**src/rtl/pcmon_pkg.sv**
```systemverilog
// Shared definitions for the PC propagation monitor: monitor states,
// stage-index width and the fetch stage index.
package pcmon_pkg;

  localparam int STAGE_W = 3;
  localparam logic [STAGE_W-1:0] STAGE_FETCH = '0;

  typedef enum logic [1:0] {
    HUNT  = 2'd0,
    TRACK = 2'd1,
    CHECK = 2'd2
  } mon_state_t;

  // Index of the writeback (last) stage for a given pipeline depth.
  function automatic logic [STAGE_W-1:0] last_stage(input int num_stages);
    return STAGE_W'(num_stages - 1);
  endfunction

endpackage

```
**src/rtl/pcmon_stage_tracker.sv**
```systemverilog
// Stage tracker: holds the expected stage index of the instruction being
// followed and flags any stage-sequence or pc_write protocol violation.
module pcmon_stage_tracker
  import pcmon_pkg::*;
#(
  parameter int NUM_STAGES = 5
) (
  input  logic               clk,
  input  logic               rst,
  input  mon_state_t         state,
  input  logic [STAGE_W-1:0] stage,
  input  logic               pc_write,
  output logic [STAGE_W-1:0] exp_stage,
  output logic               seq_err,
  output logic               last_next
);

  localparam logic [STAGE_W-1:0] LAST = last_stage(NUM_STAGES);

  logic [STAGE_W-1:0] exp_stage_nxt;

  // Violation detect and next expected stage for the current monitor state.
  always_comb begin
    // NOTE: every output of this block gets a default first, so no path can
    // leave a value unassigned and infer a latch.
    seq_err       = 1'b0;
    exp_stage_nxt = '0;
    unique case (state)
      HUNT: begin
        // Only a fetch is interesting while hunting; a PC write there is bogus.
        seq_err = (stage == STAGE_FETCH) && pc_write;
        if ((stage == STAGE_FETCH) && !pc_write) exp_stage_nxt = STAGE_W'(1);
      end
      TRACK: begin
        seq_err = (stage != exp_stage) || pc_write;
        if (!seq_err) exp_stage_nxt = exp_stage + STAGE_W'(1);
      end
      CHECK: begin
        seq_err = (stage != exp_stage) || !pc_write;
      end
      default: begin
        seq_err       = 1'b0;
        exp_stage_nxt = '0;
      end
    endcase
  end

  assign last_next = (exp_stage_nxt == LAST);

  // Expected-stage register.
  always_ff @(posedge clk or negedge rst) begin
    // NOTE: state registers use non-blocking assignments so every flop sees
    // the pre-edge values of the others.
    if (!rst) exp_stage <= '0;
    else      exp_stage <= exp_stage_nxt;
  end

endmodule

```
**src/rtl/pc_prop_monitor.sv**
```systemverilog
// PC propagation monitor: follows each instruction through the stage
// sequence, checks that the NPC written back equals fetch PC + 1, and counts
// protocol/compare errors. Define PCMON_LAST_BAD_EN to add the last_bad_pc
// capture register and port.
module pc_prop_monitor
  import pcmon_pkg::*;
#(
  parameter int WIDTH      = 32,
  parameter int NUM_STAGES = 5,
  parameter int ERR_W      = 16
) (
  input  logic               clk,
  input  logic               rst,
  input  logic [STAGE_W-1:0] stage,
  input  logic               pc_write,
  input  logic [WIDTH-1:0]   npc_fetch,
  input  logic [WIDTH-1:0]   npc_wb,
  output logic               check_valid,
  output logic               mismatch,
  output logic               sync_err,
  output logic               locked,
  output logic [ERR_W-1:0]   err_count
`ifdef PCMON_LAST_BAD_EN
  ,
  output logic [WIDTH-1:0]   last_bad_pc
`endif
);

  mon_state_t         state, state_nxt;
  logic [WIDTH-1:0]   expected, expected_nxt;
  logic [STAGE_W-1:0] exp_stage;
  logic               seq_err, last_next;
  logic               cmp_fire, sync_fire, mismatch_nxt;

  pcmon_stage_tracker #(
    .NUM_STAGES(NUM_STAGES)
  ) u_tracker (
    .clk       (clk),
    .rst       (rst),
    .state     (state),
    .stage     (stage),
    .pc_write  (pc_write),
    .exp_stage (exp_stage),
    .seq_err   (seq_err),
    .last_next (last_next)
  );

  // Next-state, expected-NPC capture and event decode.
  always_comb begin
    state_nxt    = state;
    expected_nxt = expected;
    cmp_fire     = 1'b0;
    sync_fire    = 1'b0;
    unique case (state)
      HUNT: begin
        if (seq_err) begin
          sync_fire = 1'b1;
        end else if (stage == STAGE_FETCH) begin
          expected_nxt = npc_fetch + WIDTH'(1);
          state_nxt    = last_next ? CHECK : TRACK;
        end
      end
      TRACK: begin
        if (seq_err) begin
          sync_fire = 1'b1;
          state_nxt = HUNT;
        end else if (last_next) begin
          state_nxt = CHECK;
        end
      end
      CHECK: begin
        // Either way the instruction is finished; hunting next cycle lets a
        // back-to-back fetch lock with no bubble.
        state_nxt = HUNT;
        if (seq_err) sync_fire = 1'b1;
        else         cmp_fire  = 1'b1;
      end
      default: state_nxt = HUNT;
    endcase
  end

  assign mismatch_nxt = cmp_fire && (npc_wb != expected);

  // Monitor state and captured expected NPC.
  always_ff @(posedge clk or negedge rst) begin
    if (!rst) begin
      state    <= HUNT;
      expected <= '0;
    end else begin
      state    <= state_nxt;
      expected <= expected_nxt;
    end
  end

  // Registered outputs and saturating error counter.
  always_ff @(posedge clk or negedge rst) begin
    if (!rst) begin
      check_valid <= 1'b0;
      mismatch    <= 1'b0;
      sync_err    <= 1'b0;
      locked      <= 1'b0;
      err_count   <= '0;
    end else begin
      check_valid <= cmp_fire;
      mismatch    <= mismatch_nxt;
      sync_err    <= sync_fire;
      locked      <= (state_nxt != HUNT);
      if ((mismatch_nxt || sync_fire) && (err_count != {ERR_W{1'b1}}))
        err_count <= err_count + ERR_W'(1);
    end
  end

`ifdef PCMON_LAST_BAD_EN
  // Most recent NPC that failed the compare.
  always_ff @(posedge clk or negedge rst) begin
    if (!rst)              last_bad_pc <= '0;
    else if (mismatch_nxt) last_bad_pc <= npc_wb;
  end
`else
  // No last-bad-PC capture in this build.
`endif

endmodule

```
**config.mk**
```make
export PLATFORM = sky130hd
export DESIGN_NAME = pc_prop_monitor
export DESIGN_NICKNAME = d
export VERILOG_FILES = /design/src/rtl/pcmon_pkg.sv /design/src/rtl/pcmon_stage_tracker.sv /design/src/rtl/pc_prop_monitor.sv
export SDC_FILE = /design/constraint.sdc
export NUM_CORES = 1
export LEC_CHECK = 0
export CAP_MARGIN = 30
export CORE_AREA = 3 3 100 73
export DETAILED_ROUTE_END_ITERATION = 8
export DIE_AREA = 0 0 103 76
export GPL_ROUTABILITY_DRIVEN = 0
export PLACE_DENSITY = 0.85
export SLEW_MARGIN = 5
export SYNTH_ARGS = -nofsm -noshare
export SYNTH_HDL_FRONTEND = slang
export SYNTH_SLANG_ARGS = --single-unit
```
**constraint.sdc**
```tcl
create_clock -name clk -period 5.1 [get_ports clk]
set_input_delay 1.02 -clock clk [delete_from_list [all_inputs] [get_ports clk]]
set_output_delay 1.02 -clock clk [all_outputs]
set_load 0.02 [all_outputs]
```
==> run_summary.xml, run 1 <==
<?xml version="1.0" encoding="UTF-8"?>
<metrics>
  <group name="setup_path">
    <metric name="cp_top_family" unit="">compound AO/OA/AOI/OAI gates</metric>
    <metric name="largest_driver_fanout_on_the_critical_path" unit="">16</metric>
    <metric name="cp_buf_inv_count" unit="">1</metric>
    <metric name="endpoint_kind" unit="">flop</metric>
    <metric name="start_kind" unit="">input pin</metric>
    <metric name="timing_worst_setup_path_type" unit="">input pin to flop</metric>
    <metric name="cp_cell_sequence" unit="">clkdlybuf4s50_1 -&gt; xor2_1 -&gt; nor3_4 -&gt; and4_4 -&gt; a21boi_4 -&gt; o21ai_1 -&gt; mux2_1</metric>
    <metric name="data_required_time_at_the_worst_endpoint" unit="ps">5320</metric>
    <metric name="worst_ep_arrival_time" unit="ps">3140</metric>
    <metric name="slowest_delay" unit="ps">500</metric>
    <metric name="timing.critical_path.slowest_stage_cell" unit="">a21boi_4</metric>
  </group>
  <group name="sta">
    <metric name="aggregate_negative_setup_slack" unit="ps">0</metric>
    <metric name="fin_skew" unit="ps">7.99</metric>
    <metric name="report.final.setup_viol" unit="">0</metric>
    <metric name="tightest_slew" unit="ps">710</metric>
    <metric name="timing.fmax" unit="MHz">343</metric>
    <metric name="max-slew-margin-rel" unit="">0.526</metric>
    <metric name="report.final.hold_viol_count" unit="">0</metric>
    <metric name="final_min_period_over_clock_period" unit="">0.572</metric>
    <metric name="finalWorstPathRequiredPeriod" unit="ps">2920</metric>
    <metric name="timing_max_transition_violations_final" unit="">0</metric>
    <metric name="rsz0062_at_grt" unit="">false</metric>
  </group>
  <group name="clock_network">
    <metric name="number_of_buffers_created_by_cts" unit="">9</metric>
    <metric name="cts_tree" unit="">done</metric>
    <metric name="cts-hold-fix-buffers" unit="">0</metric>
    <metric name="cts_max_level" unit="">3</metric>
    <metric name="worst_setup_hold_path_clk_slew" unit="ps">70</metric>
    <metric name="clkSinkCount" unit="">57</metric>
    <metric name="cts_max_path_buffers" unit="">2</metric>
    <metric name="clockRootBuffer" unit="">clkbuf_8</metric>
    <metric name="post-cts-setup-buffers" unit="">0</metric>
    <metric name="cts-resized-gates" unit="">0</metric>
    <metric name="worst_skew_pair.late_latency" unit="ps">340</metric>
  </group>
  <group name="power">
    <metric name="maximum_ir_drop_on_the_vdd_rail" unit="mV">0.146</metric>
    <metric name="p_leak" unit="nW">1.90</metric>
    <metric name="power.density_cell_area" unit="mW/mm2">292</metric>
  </group>
  <group name="logic_synthesis">
    <metric name="synth_compound_gate_area_share" unit="">0.0957</metric>
    <metric name="post-synth-top-area-fraction" unit="">0.421</metric>
    <metric name="synth_xor_area_frac" unit="">0.202</metric>
    <metric name="synth.yosys.warnings" unit="">0</metric>
    <metric name="main_combinational_cell_family_by_area_after_synthesis" unit="">simple AND/OR/NAND/NOR gates</metric>
    <metric name="synth_mux_area_frac" unit="">0.0406</metric>
    <metric name="mapped_nets" unit="">401</metric>
    <metric name="synth.largest_area_cell" unit="">dfrtp_1</metric>
    <metric name="ys.flop_type" unit="">dfrtp_1</metric>
    <metric name="avgSynthCellArea" unit="um2">10.3</metric>
    <metric name="ys_async_sr_fraction" unit="">1.00</metric>
    <metric name="post_synth_instance_area" unit="mm2">0.00339</metric>
    <metric name="yosys.area_share.adder" unit="">0.0111</metric>
    <metric name="synth_enable_flop_cells" unit="">0</metric>
    <metric name="ys_top_cells_by_area" unit="">dfrtp_1 42%, xnor2_1 16%, nand2_1 4.4%, xor2_1 4.1%, o21ai_0 3.4%</metric>
    <metric name="synth_simple_gate_area_frac" unit="">0.207</metric>
    <metric name="sequential_share_of_the_synthesized_area" unit="">0.421</metric>
    <metric name="post_synth_num_cell_types" unit="">43</metric>
    <metric name="syn-instance-count" unit="">328</metric>
    <metric name="flip_flop_and_latch_count_after_synthesis" unit="">57</metric>
  </group>
  <group name="floorplanning">
    <metric name="die_y" unit="um">76</metric>
    <metric name="placeableCoreArea" unit="mm2">0.00631</metric>
    <metric name="fp.dieArea" unit="mm2">0.00783</metric>
    <metric name="floorplan.die.width" unit="um">103</metric>
    <metric name="boundaryPins" unit="">90</metric>
    <metric name="std_cell_rows" unit="">24</metric>
    <metric name="floorplan.initialDensity" unit="">0.537</metric>
  </group>
  <group name="routing">
    <metric name="route.detailed.wl_per_inst" unit="um">15.7</metric>
    <metric name="drt-initial-drc-count" unit="">112</metric>
    <metric name="routed_wl" unit="um">7950</metric>
    <metric name="drt.antenna.violating_nets" unit="">0</metric>
    <metric name="first_pass_iters" unit="">4</metric>
    <metric name="routed-via-count" unit="">2728</metric>
    <metric name="detail_route.vias_per_cell" unit="">5.39</metric>
    <metric name="drc" unit="">0</metric>
  </group>
  <group name="min_path">
    <metric name="worst_hold_path_type" unit="">flop to flop</metric>
  </group>
  <group name="layout">
    <metric name="synthToLayoutAreaGrowth" unit="%">34.7</metric>
    <metric name="diodes_inserted" unit="">0</metric>
    <metric name="nets" unit="">496</metric>
    <metric name="layout-drive-gt1-share" unit="">0.136</metric>
    <metric name="layout.core_utilization" unit="">0.723</metric>
  </group>
  <group name="global_route">
    <metric name="grt_pass1_vias" unit="">2725</metric>
    <metric name="grt_start_max_net_pins" unit="">58</metric>
    <metric name="antenna_found_initial" unit="">0</metric>
    <metric name="grt_first_pass_wirelength" unit="um">13000</metric>
    <metric name="grt_overflow" unit="">0</metric>
    <metric name="grtUsageTotal" unit="">0.214</metric>
  </group>
  <group name="job">
    <metric name="maxCapViolCount" unit="">0</metric>
  </group>
  <group name="place">
    <metric name="post_dp_hpwl" unit="um">6190</metric>
    <metric name="io_buffers" unit="">89</metric>
  </group>
  <group name="status">
    <metric name="status" unit="">complete, no violations</metric>
  </group>
</metrics>
-- through the flow --
| step | cell area, um2 | worst slack (ps) | hold slack (ps) | instances | power (mW) |
|---|---|---|---|---|---|
| after floorplan | 3390 | 2670 | 470 | 328 | 0.748 |
| after global placement | 4340 | 1770 | 484 | 489 | 0.887 |
| after detailed placement | 4340 | 1710 | 492 | 489 | 0.900 |
| after CTS | 4540 | 2080 | 508 | 505 | 1.34 |
| after global routing | 4560 | 2060 | 527 | 506 | 1.40 |
| final | 4560 | 2180 | 502 | 506 | 1.33 |
-- placed cells by master (no fill, tap or decap), drive strengths merged --
master	count
o2111ai	2
nor3b	1
clkinv	4
nand4	14
inv	6
and4	3
clkdlybuf4s50	88
xnor2	62
ha	3
o211ai	8
o21bai	1
a31oi	1
nor2	16
clkbuf	11
mux2i	1
a21boi	1
and3	12
nor3	5
xor2	16
or2	1
nand2	40
a21oi	2
mux2	11
o21ai	30
bufinv	1
a22o	1
nor4	7
and2	1
buf	4
nand2b	1
dfrtp	57
nand3	17
-- worst paths after layout --
kind                                   startpoint                     end  slack, ps  cells past startpoint
max                                      stage[0]            err_count[4]       2180                      7
min                                 err_count[11]           err_count[11]        500                      1
max reg2reg                u_tracker.exp_stage[0]            err_count[4]       2930                      6
min reg2reg                         err_count[11]           err_count[11]        500                      1
max in group asynchronous                     rst  u_tracker.exp_stage[0]       3810                      2
min in group asynchronous                     rst                sync_err        810                      2
-- report_power, final --
part | leakage [nW] | switching [mW] | internal, mW
Combinational | 1.06 | 0.134 | 0.176
Sequential | 0.734 | 0.0614 | 0.520
Clock | 0.109 | 0.188 | 0.250
Total | 1.90 | 0.383 | 0.947
-- registers in the layout (all words and copies together), names as in the netlist --
name / count
locked: 1
mismatch: 1
sync_err: 1
state: 2
u_tracker.exp_stage: 3
err_count: 16
check_valid: 1
expected: 32
-- Yosys cell counts (2+ instances only) --
library cell	count
a21oi_1	2
o21ai_1	6
ha_1	3
o2111ai_1	2
nor4_4	3
o21ai_0	23
dfrtp_1	57
nor4_2	2
and4_1	2
and3_1	11
clkbuf_1	5
mux2_2	9
nor4_1	2
inv_1	6
nand4_1	11
nand4_2	3
nor2_1	16
o211ai_2	8
nand3_1	16
nor3_1	3
nand2_1	40
xnor2_1	62
xor2_1	16
-- cells by family (layout without fill, tap and decap cells) --
group                    Yosys count  after routing
adder cells (fa/ha/maj)            3              3
XOR/XNOR                          78             78
flip-flops                        57             57
multiplexers                      12             12
AND/OR/NAND/NOR                  118            118
buffers and inverters             14            114
AO/OA/AOI/OAI                     46             46
-- layout make-up --
| class | count | area (um2) |
|---|---|---|
| repair buffers | 92 | 921 |
| multi-input cells | 257 | 1890 |
| clock inverters | 5 | 53.8 |
| inverters | 6 | 22.5 |
| fillers | 432 | 1740 |
| clock buffers | 11 | 151 |
| flip-flops and latches | 57 | 1430 |
| well taps | 78 | 97.6 |
-- routing by layer --
layer / up-vias / track usage / part of all wire
met5: - / 0 / 0
met4: 0 / 0.0724 / 0.015
met3: 16 / 0.0531 / 0.053
met2: 95 / 0.316 / 0.48
met1: 1284 / 0.306 / 0.45
li1: 1333 / - / -
No activity file was read; power rests on OpenSTA's default activity.
==> inputs of run 2 (changes only) <==
--- a/config.mk
+++ b/config.mk
@@ -6,11 +6,11 @@
 export NUM_CORES = 1
 export LEC_CHECK = 0
 export CAP_MARGIN = 30
-export CORE_AREA = 3 3 100 73
+export CORE_AREA = 3 3 109 80
 export DETAILED_ROUTE_END_ITERATION = 8
-export DIE_AREA = 0 0 103 76
+export DIE_AREA = 0 0 112 83
 export GPL_ROUTABILITY_DRIVEN = 0
-export PLACE_DENSITY = 0.85
+export PLACE_DENSITY = 0.75
 export SLEW_MARGIN = 5
 export SYNTH_ARGS = -nofsm -noshare
 export SYNTH_HDL_FRONTEND = slang
==> constraint.sdc (replaced) <==
create_clock -name clk -period 2.5 [get_ports clk]
set_input_delay 0.5 -clock clk [delete_from_list [all_inputs] [get_ports clk]]
set_output_delay 0.5 -clock clk [all_outputs]
set_load 0.02 [all_outputs]
==> run 2 against run 1 <==
Compared with the run above:
- global-route usage down 2.8 points
- first-iteration DRC count shrank 15%
- cell count rose by 8.9%
- sequential cell count is the same
- register-to-register slack got worse by 2400 ps
- clock power increased by 92%
- critical endpoint unchanged
- largest power group unchanged
==> run_summary.xml, run 2 (synthesis gave the netlist of run 1 again) <==
<?xml version="1.0" encoding="UTF-8"?>
<metrics>
  <group name="power">
    <metric name="switching_power" unit="mW">0.754</metric>
    <metric name="p_int" unit="mW">1.92</metric>
    <metric name="p_leak" unit="nW">2.00</metric>
    <metric name="power.combinational.fraction" unit="">0.243</metric>
    <metric name="power_frac_seq" unit="">0.443</metric>
    <metric name="report.power.total" unit="mW">2.67</metric>
    <metric name="power.density_cell_area" unit="mW/mm2">563</metric>
    <metric name="maximum_ir_drop_on_the_vdd_rail" unit="mV">0.299</metric>
    <metric name="clock_power_share" unit="">0.314</metric>
    <metric name="netSwitchingFraction" unit="">0.282</metric>
  </group>
  <group name="routing">
    <metric name="first_pass_iters" unit="">4</metric>
    <metric name="routed_wl" unit="um">8140</metric>
    <metric name="routed-via-count" unit="">2778</metric>
    <metric name="drt-initial-drc-count" unit="">95</metric>
    <metric name="drc" unit="">0</metric>
    <metric name="drt.antenna.violating_nets" unit="">0</metric>
    <metric name="route.detailed.wl_per_inst" unit="um">14.8</metric>
    <metric name="detail_route.vias_per_cell" unit="">5.04</metric>
  </group>
  <group name="sta">
    <metric name="timing.fmax" unit="MHz">454</metric>
    <metric name="report.final.hold_viol_count" unit="">0</metric>
    <metric name="report.final.setup_viol" unit="">0</metric>
    <metric name="fin_skew" unit="ps">10.3</metric>
    <metric name="finalWorstPathRequiredPeriod" unit="ps">2200</metric>
    <metric name="tightest_slew" unit="ps">465</metric>
    <metric name="setup_ws" unit="ps">298</metric>
    <metric name="rsz0062_at_grt" unit="">false</metric>
    <metric name="timing_max_transition_violations_final" unit="">0</metric>
    <metric name="final_min_period_over_clock_period" unit="">0.881</metric>
    <metric name="max-slew-margin-rel" unit="">0.687</metric>
  </group>
  <group name="layout">
    <metric name="fin_cells" unit="">551</metric>
    <metric name="diodes_inserted" unit="">0</metric>
    <metric name="layout_commonest_cell" unit="">clkdlybuf4s50_1</metric>
    <metric name="layout.cells.most_common_list" unit="">88 x clkdlybuf4s50_1, 62 x xnor2_1, 57 x dfrtp_1</metric>
    <metric name="nets" unit="">518</metric>
    <metric name="layout_top_registers" unit="">expected (32), err_count (16), u_tracker.exp_stage (3)</metric>
    <metric name="layout-drive-gt1-share" unit="">0.171</metric>
    <metric name="registers.top_by_ff_count" unit="">expected</metric>
    <metric name="number_of_fill_cells" unit="">668</metric>
    <metric name="largest_reg_flops" unit="">32</metric>
    <metric name="synthToLayoutAreaGrowth" unit="%">40.3</metric>
  </group>
  <group name="clock_network">
    <metric name="cts-hold-fix-buffers" unit="">0</metric>
    <metric name="cts_max_level" unit="">3</metric>
    <metric name="cts_max_path_buffers" unit="">2</metric>
    <metric name="cts-resized-gates" unit="">0</metric>
    <metric name="clkSinkCount" unit="">57</metric>
    <metric name="number_of_buffers_created_by_cts" unit="">9</metric>
    <metric name="post-cts-setup-buffers" unit="">0</metric>
    <metric name="worst_skew_pair.late_latency" unit="ps">330</metric>
    <metric name="worst_setup_hold_path_clk_slew" unit="ps">70</metric>
    <metric name="clockRootBuffer" unit="">clkbuf_8</metric>
    <metric name="cts_tree" unit="">done</metric>
  </group>
  <group name="setup_path">
    <metric name="r2r-start" unit="">expected[22]</metric>
    <metric name="worst_r2r_path_depth" unit="">7</metric>
    <metric name="worst-r2r-setup-slack" unit="ps">490</metric>
    <metric name="endpoint_kind" unit="">flop</metric>
    <metric name="cp_top_family" unit="">buffers and inverters</metric>
    <metric name="regToRegEndpoint" unit="">err_count[4]</metric>
    <metric name="timing_worst_setup_path_type" unit="">input pin to flop</metric>
    <metric name="start_kind" unit="">input pin</metric>
    <metric name="cp_cell_sequence" unit="">clkdlybuf4s50_1 -&gt; xnor2_1 -&gt; nand4_1 -&gt; nor4_2 -&gt; buf_4 -&gt; a21boi_4 -&gt; o21ai_1 -&gt; mux2_1</metric>
    <metric name="timing.critical_path.slowest_stage_cell" unit="">clkdlybuf4s50_1</metric>
    <metric name="cp_buf_inv_count" unit="">2</metric>
    <metric name="worst_ep_arrival_time" unit="ps">2400</metric>
    <metric name="slowest_delay" unit="ps">420</metric>
    <metric name="largest_driver_fanout_on_the_critical_path" unit="">9</metric>
    <metric name="data_required_time_at_the_worst_endpoint" unit="ps">2700</metric>
  </group>
  <group name="place">
    <metric name="dp_worst_setup_slack" unit="ps">-42.3</metric>
    <metric name="post-place-cells" unit="">535</metric>
    <metric name="io_buffers" unit="">89</metric>
    <metric name="post_dp_hpwl" unit="um">6470</metric>
  </group>
  <group name="floorplanning">
    <metric name="floorplan.die.width" unit="um">112</metric>
    <metric name="fp.dieArea" unit="mm2">0.00930</metric>
    <metric name="placeableCoreArea" unit="mm2">0.00774</metric>
    <metric name="die_y" unit="um">83</metric>
    <metric name="boundaryPins" unit="">90</metric>
    <metric name="floorplan.initialDensity" unit="">0.438</metric>
    <metric name="std_cell_rows" unit="">27</metric>
  </group>
  <group name="global_route">
    <metric name="grt_start_max_net_pins" unit="">60</metric>
    <metric name="grt_first_pass_wirelength" unit="um">14000</metric>
    <metric name="antenna_found_initial" unit="">0</metric>
    <metric name="grt_pass1_vias" unit="">2873</metric>
    <metric name="grt_overflow" unit="">0</metric>
    <metric name="grtUsageTotal" unit="">0.185</metric>
  </group>
  <group name="status">
    <metric name="status" unit="">complete, no violations</metric>
  </group>
  <group name="job">
    <metric name="maxCapViolCount" unit="">0</metric>
  </group>
  <group name="min_path">
    <metric name="worst_hold_path_type" unit="">input pin to async pin</metric>
  </group>
</metrics>
run 2: changes by cell type in the layout (fill, tap and decap cells not counted), sizes merged:
cell | previous run | this run
buf | 4 | 26
clkbuf | 11 | 13
clkinv | 4 | 2
run 2: power by group through the flow:
stage / logic, mW / clock network (mW) / registers, mW
3_5_place_dp: 0.654 / 0 / 1.20
6_report: 0.650 / 0.839 / 1.19
5_1_grt: 0.708 / 0.912 / 1.21
3_3_place_gp: 0.639 / 0 / 1.20
2_1_floorplan: 0.309 / 0 / 1.22
4_1_cts: 0.657 / 0.865 / 1.19
run 2: worst max path at each step:
stage	endpoint	cells past startpoint	from
floorplan	expected[24]	7	npc_fetch[0]
global placement	err_count[5]	8	npc_wb[5]
detailed placement	err_count[4]	8	npc_wb[5]
CTS	err_count[4]	8	npc_wb[5]
global route	err_count[4]	7	npc_wb[6]
finish	err_count[4]	8	npc_wb[22]
run 2: cell type report:
cell class | count | area (um2) | area share
Clock inverter | 3 | 40.0 | 0.00843
Clock buffer | 13 | 149 | 0.0313
Sequential cell | 57 | 1430 | 0.300
Tap cell | 101 | 126 | 0.0266
Timing Repair Buffer | 114 | 1100 | 0.231
Multi-Input combinational cell | 257 | 1890 | 0.398
Inverter | 6 | 22.5 | 0.00474
run 2: per-layer routing:
layer / up-vias / part of all wire / GRT usage
li1: 1382 / - / -
met1: 1313 / 0.47 / 0.246
met2: 75 / 0.46 / 0.301
met3: 8 / 0.055 / 0.0481
met4: 0 / 0.013 / 0.0513
met5: - / 0 / 0
run 2: per-stage QoR:
step                utilization  TNS [ps]  hold WS, ps  cell area [um2]
floorplan                     -         0          204             3390
global placement          0.590         0          443             4560
detailed placement        0.590      -196          443             4560
CTS                       0.614         0         91.2             4750
global route              0.614         0         99.2             4750
finish                    0.614         0         85.0             4750
